`src/rtl/reset_sequencer.sv`:
```
// Staged reset release sequencer. It synchronizes the release of an async reset, holds all stages,
// then releases rst_out[0], rst_out[1] and rst_out[2] in order. A soft request restarts the hold.
module reset_sequencer #(
    parameter int HOLD_CYCLES = 16,
    parameter int STAGE_GAP   = 8
) (
    input  logic       clk,
    input  logic       reset,
    input  logic       sw_req,
    output logic [2:0] rst_out,
    output logic       ready
);

    typedef enum logic [2:0] {
        SYNC,
        HOLD,
        GAP1,
        GAP2,
        RUN
    } state_t;

    localparam logic [7:0] HOLD_TC = 8'(HOLD_CYCLES - 1);
    localparam logic [7:0] GAP_TC  = 8'(STAGE_GAP - 1);

    state_t     state_q, state_d;
    logic [7:0] cnt_q, cnt_d;
    logic [2:0] rst_out_q, rst_out_d;
    logic       ready_q, ready_d;
    logic       s1_q, s1_d;
    logic       s2_q, s2_d;

    always_ff @(posedge clk or posedge reset) begin
        if (reset) begin
            state_q   <= SYNC;
            cnt_q     <= 8'd0;
            rst_out_q <= 3'b111;
            ready_q   <= 1'b0;
            s1_q      <= 1'b0;
            s2_q      <= 1'b0;
        end else begin
            state_q   <= state_d;
            cnt_q     <= cnt_d;
            rst_out_q <= rst_out_d;
            ready_q   <= ready_d;
            s1_q      <= s1_d;
            s2_q      <= s2_d;
        end
    end

    // A soft request outranks any release that would happen on the same edge.
    always_comb begin
        state_d   = state_q;
        cnt_d     = cnt_q;
        rst_out_d = rst_out_q;
        ready_d   = ready_q;
        s1_d      = 1'b1;
        s2_d      = s1_q;

        if (state_q != SYNC && sw_req) begin
            state_d   = HOLD;
            cnt_d     = 8'd0;
            rst_out_d = 3'b111;
            ready_d   = 1'b0;
        end else begin
            case (state_q)
                SYNC: begin
                    rst_out_d = 3'b111;
                    ready_d   = 1'b0;
                    if (s2_q) begin
                        state_d = HOLD;
                        cnt_d   = 8'd0;
                    end
                end
                HOLD: begin
                    if (cnt_q == HOLD_TC) begin
                        rst_out_d[0] = 1'b0;
                        cnt_d        = 8'd0;
                        state_d      = GAP1;
                    end else begin
                        cnt_d = cnt_q + 8'd1;
                    end
                end
                GAP1: begin
                    if (cnt_q == GAP_TC) begin
                        rst_out_d[1] = 1'b0;
                        cnt_d        = 8'd0;
                        state_d      = GAP2;
                    end else begin
                        cnt_d = cnt_q + 8'd1;
                    end
                end
                GAP2: begin
                    if (cnt_q == GAP_TC) begin
                        rst_out_d[2] = 1'b0;
                        ready_d      = 1'b1;
                        cnt_d        = 8'd0;
                        state_d      = RUN;
                    end else begin
                        cnt_d = cnt_q + 8'd1;
                    end
                end
                RUN: begin
                    rst_out_d = 3'b000;
                    ready_d   = 1'b1;
                end
                default: begin
                    state_d   = SYNC;
                    cnt_d     = 8'd0;
                    rst_out_d = 3'b111;
                    ready_d   = 1'b0;
                end
            endcase
        end
    end

    assign rst_out = rst_out_q;
    assign ready   = ready_q;

endmodule

```
`config.mk`:
```
export PLATFORM = sky130hd
export DESIGN_NAME = reset_sequencer
export DESIGN_NICKNAME = d
export VERILOG_FILES = /design/src/rtl/reset_sequencer.sv
export SDC_FILE = /design/constraint.sdc
export NUM_CORES = 1
export LEC_CHECK = 0
export ABC_CLOCK_PERIOD_IN_PS = 1900
export CAP_MARGIN = 25
export CORE_MARGIN = 2
export CORE_UTILIZATION = 40
export CTS_BUF_LIST = sky130_fd_sc_hd__clkbuf_16
export DETAILED_ROUTE_END_ITERATION = 12
export GPL_TIMING_DRIVEN = 0
export PLACE_DENSITY = 0.61
export SYNTH_ARGS = -nofsm -noshare
export SYNTH_HDL_FRONTEND = slang
export SYNTH_SLANG_ARGS = --single-unit
```
`constraint.sdc`:
```
create_clock -name clk -period 1.9 [get_ports clk]
set_clock_uncertainty 0.15 [all_clocks]
set_input_delay 0.19 -clock clk [delete_from_list [all_inputs] [get_ports clk]]
set_output_delay 0.19 -clock clk [all_outputs]
set_load 0.03 [all_outputs]
```
Word level (Yosys, flattened, before mapping)
Index checks and enable logic that the tools add are counted.

Input port bits: 3. Word-level logic and storage cells: 54. Register bits after elaboration: 17. Output and inout bits: 4.

Equal/unequal tests: 14. Add/subtract/negate cells: 1. Reductions and logical operators: 11. Multiplexer cells: 20.

Operators with widths (number): two-way mux 8 bit (4); case mux 8 bit (4 select lines) (1); two-way mux 3 bit (6); case mux 3 bit (5 select lines) (1); != test 3 bit (second input constant) (4); case mux 1 bit (3 select lines) (4); adder 8 x 1 -> 8 bit (second input constant) (1); == test 8 x 3 -> 1 bit (second input constant) (1); == test 8 x 4 -> 1 bit (second input constant) (1); AND reduction 2 bit (4); == test 3 x 2 -> 1 bit (second input constant) (2); != test 2 x 1 -> 1 bit (second input constant) (3); OR reduction 2 bit (3); AND reduction 5 bit (1); two-way mux 1 bit (4); == test 3 x 1 -> 1 bit (second input constant) (1); == test 3 bit (second input constant) (1); logical NOT 3 bit (1); nonzero test 3 bit (1); != test 2 bit (second input constant) (1); logical AND 1 bit (1).

Depth between registers and ports, before layout
Depth in word-level cells: 4. Gate-level depth with buffers: 6. Depth with buffers taken out: 5.

Worst setup path before layout
No wires, ideal clock.

Path type: reg-to-reg. Start point: reg cnt_q[5]. End point: reg cnt_q[0]. Cell stages (with the launch flop): 5. Data arrival time: 1.336 ns. Path buffers: 0. Slack: 0.289 ns. Library setup time: 0.125 ns. Clock period less this slack: 1.611 ns. Cells stage by stage: dfrtp_1 -> nor4_4 -> nand3_2 -> and2_4 -> mux2_2.

Cells in the longest elaborated chain, start to end: 4. Elaborated cells on any way between the ends: 6.

Ends and longest elaborated chain: start, declared (RTL line 26) `logic [7:0] cnt_q, cnt_d;`; start signal, assigned (RTL line 42) `cnt_q <= cnt_d;`; == test 8 x 3 -> 1 bit or == test 8 x 4 -> 1 bit (tied branches) (RTL line 84, 93, 75); two-way mux 8 bit, on equally long branches (RTL line 84, 93, 75); case mux 8 bit (4 select lines) (*) (RTL line 65) `case (state_q)`; two-way mux 8 bit (*) (RTL line 59) `if (state_q != SYNC && sw_req) begin`.

Mark *: on every way between the ends. The rest lies on a longest branch, timed or not. A chain may end at the register's enable or synchronous reset.

Worst setup path in the final report
Start point: reg rst_out_q[2], in the netlist rst_out[2]. End point: out rst_out[2].

RTL lines: start, declared (RTL line 27) `logic [2:0] rst_out_q, rst_out_d;`; start signal, assigned (RTL line 43) `rst_out_q <= rst_out_d;`; end, declared (RTL line 10) `output logic [2:0] rst_out,`.

No word-level cell between the ends.

==> results.txt <==
Summed over all cells, the static leakage comes to 0.526 nW. The tools report the iteration count of the initial detailed-routing pass as 4. The routed wire length came out at 1830 um.

The die covers 2900 um^2. The fraction of layout instances using a drive strength above 1 works out to 0.191. The total of buffers placed on input and output ports is 6. The cell row count was 18. The run finished with clean final reports. The die width was 53.8 um; the worst setup slack after placement was 0.0600 ns.

VDD sags by at most 0.516 mV. STA classifies the critical path endpoint as an output pin. The DRC violation total after the first TritonRoute iteration came out at 6. Buffers inserted to repair hold after CTS numbered 0. At the worst endpoint, the arrival time is 1.46 ns. Detailed placement finished with a half-perimeter wire length of 1300 um. The tools report the number of design rule violations left after detail routing as 0. The worst hold slack after final layout is 0.173 ns, and the accumulated negative setup slack is 0 ns.

Once placement completed, the tool counted placed cells totaling 136. Entering global routing, the biggest net connects 18 pins. The clock drives 17 sinks. The leftover overflow at the end of global routing is 0, and the weighted congestion reported at the end of routability-driven placement is 0.817. The run gives 0 as the setup fix buffers added after clock tree synthesis. The sequential cell area fraction in the yosys report came out at 0.432.

The worst min-delay path category is in -> async. In this run the count of I/O pins placed on the die edge is 7. The floorplan step defined a core boundary enclosing 2410 um^2. The maximum net fanout on the critical path is 3, and the critical path data required time is 1.56 ns. Via count: 748. Synthesis produced 100 cells. The logs give 0.160 for the total global routing track utilization and 0 for the number of warnings issued by yosys. The run gives 730 as the number of global-route vias before repair. From synthesis to final layout, the design area changed by 17.8%. Minimum clock period: 1.80 ns. The top-area cell type share of the netlist area was 0.353. Across the run, the number of max-cap violations was 0. Post-synthesis cell area: 993 um^2. The logs give 40 for the number of distinct library cells after synthesis and 0.582 for the worst slew margin relative to its limit.

The synthesized design contains 0 enable-type register cells. The number of flip-flops and latches in the synthesized netlist is 17. The slowest stage of the critical path is the sky130_fd_sc_hd__clkdlybuf4s50_1 cell. The number of resized instances in the post-cts repair step is 0. The source-to-sink clock delay at the later pin of the worst-skew pair is 0.25 ns. The buffers plus inverters on the worst setup path was 1; the total power was 0.000838 W.

Clock-pin slew was measured on the worst setup and hold paths at 0.05 ns. Traced cell by cell, the critical path runs through clkdlybuf4s50_1. The setup path with the least slack is of type reg -> out.

The maximum cell stage delay along the critical path came out at 0.67 ns. The floorplan step set the die height to 53.8 um. The initial core utilization was 0.412.

After detailed routing, the number of vias per cell comes to 5.34. Setup violations remaining at the end of the flow were counted as 0. Sorting the synthesized cells by area gives the leading types as sky130_fd_sc_hd__dfrtp_1, sky130_fd_sc_hd__dfstp_2, sky130_fd_sc_hd__nand3_1, sky130_fd_sc_hd__buf_6, sky130_fd_sc_hd__nand2_1. Maximum root-to-sink buffer count: 2. The largest total area in the synthesized netlist belongs to sky130_fd_sc_hd__dfrtp_1. The async set-or-reset flop fraction in the synthesized netlist was 1.00; the number of antenna violations at the first check in global routing was 0.

The final critical-path share of the clock period was 0.946; the total number of nets in the final design was 115. The average routed wire per standard cell was 13.0 um. The total power per unit cell area was 716 nW/um^2.

Setup repair after global routing left no endpoint under its margin. STA classifies the critical path startpoint as a flip-flop. Among all flip-flop cells after synthesis, the most frequent one is sky130_fd_sc_hd__dfrtp_1. In this run the clock root is driven by a sky130_fd_sc_hd__clkbuf_16. The first global-routing pass estimated 3240 um of wire. The number of endpoints with negative hold slack in the final report was 0. The highest attainable clock frequency is 0.556 GHz.

TritonCTS built the clock tree. The number of buffers created by CTS came out at 3. The actual transition at the worst max-transition pin was 0.627 ns.

The net count after synthesis was 104. The logs give 0 for the number of max-slew violations in the final report and 0.103 ns for the worst path setup slack after routing. Average cell area after synthesis: 9.93 um^2. The tools report the number of nets with antenna violations after routing as 0. The number of levels in the clock H-tree came out at 1.

The finished layout holds 140 standard cells, fillers aside. 0 antenna diodes ended up in the layout. The critical path's top delay family was buffers and inverters.
-- logic make-up after synthesis --
logic type | count (synthesis) | share of synthesized area
AND/OR/NAND/NOR | 41 | 0.247
AO/OA/AOI/OAI | 25 | 0.184
flip-flops | 17 | 0.432
buffers and inverters | 10 | 0.0718
multiplexers | 3 | 0.0315
XOR/XNOR | 2 | 0.0176
adder cells (fa/ha/maj) | 1 | 0.0126
other | 1 | 0.00377
-- metal layers --
layer,GRT usage,vias up,wire length [um]
li1,-,379,-
met1,0.194,350,910
met2,0.250,12,801
met3,0.0500,7,63
met4,0.0897,0,50
met5,0,-,0
-- cell usage in the layout, fill, tap and decap left out, types with 3 or more instances in the layout --
master	Yosys	final
sky130_fd_sc_hd__a22o_1	3	3
sky130_fd_sc_hd__clkbuf_16	0	3
sky130_fd_sc_hd__dfrtp_1	14	14
sky130_fd_sc_hd__clkdlybuf4s50_1	0	6
sky130_fd_sc_hd__buf_6	4	4
sky130_fd_sc_hd__or2_1	3	3
sky130_fd_sc_hd__nand2_1	8	8
sky130_fd_sc_hd__nor2_1	6	6
sky130_fd_sc_hd__inv_1	4	5
sky130_fd_sc_hd__dfstp_2	3	3
sky130_fd_sc_hd__or3_1	4	4
sky130_fd_sc_hd__o21ai_1	5	5
sky130_fd_sc_hd__a211oi_1	3	3
sky130_fd_sc_hd__nand3_1	9	9
-- stage by stage --
stage / utilization / instance area [um^2]
2_1_floorplan: - / 993
3_3_place_gp: 0.453 / 1090
3_5_place_dp: 0.453 / 1090
4_1_cts: 0.485 / 1170
5_1_grt: 0.485 / 1170
6_report: 0.485 / 1170
-- Yosys cell counts, types with 2 or more instances --
cell	number
sky130_fd_sc_hd__dfrtp_1	14
sky130_fd_sc_hd__nand3_1	9
sky130_fd_sc_hd__nand2_1	8
sky130_fd_sc_hd__nor2_1	6
sky130_fd_sc_hd__o21ai_1	5
sky130_fd_sc_hd__buf_6	4
sky130_fd_sc_hd__inv_1	4
sky130_fd_sc_hd__or3_1	4
sky130_fd_sc_hd__a211oi_1	3
sky130_fd_sc_hd__a22o_1	3
sky130_fd_sc_hd__dfstp_2	3
sky130_fd_sc_hd__or2_1	3
sky130_fd_sc_hd__a31oi_1	2
sky130_fd_sc_hd__and2_4	2
sky130_fd_sc_hd__and3_1	2
sky130_fd_sc_hd__mux2i_1	2
sky130_fd_sc_hd__o21ai_0	2
sky130_fd_sc_hd__xor2_1	2
-- power by group --
| group | switching, W | internal [W] |
|---|---|---|
| combinational | 0.0000257 | 0.0000198 |
| clock | 0.000136 | 0.000279 |
| sequential | 0.00000604 | 0.000371 |
-- final cells by class --
class	instances	area, um^2
repair buffers	6	60.1
multi-input cells	73	493
fillers	224	1240
plain buffers	5	52.6
clock inverters	1	3.75
flip-flops and latches	17	429
clock buffers	3	75.1
well taps	30	37.5
inverters	5	18.8
-- registers in the layout, indices dropped and copies added (netlist names) --
signal   flops
s1_q         1
cnt_q        8
rst_out      3
s2_q         1
state_q      3
ready        1
-- final timing paths --
check                      startpoint          to  slack [ns]  cells after the start
max in group asynchronous       reset    cnt_q[3]        1.02                      2
min reg2reg                      s1_q        s2_q        0.19                      0
max reg2reg                  cnt_q[5]    cnt_q[0]        0.18                      4
min in group clk                 s1_q        s2_q        0.19                      0
min                             reset       ready        0.17                      2
max                        rst_out[2]  rst_out[2]        0.10                      1
Power figures use the tool's default switching activity.
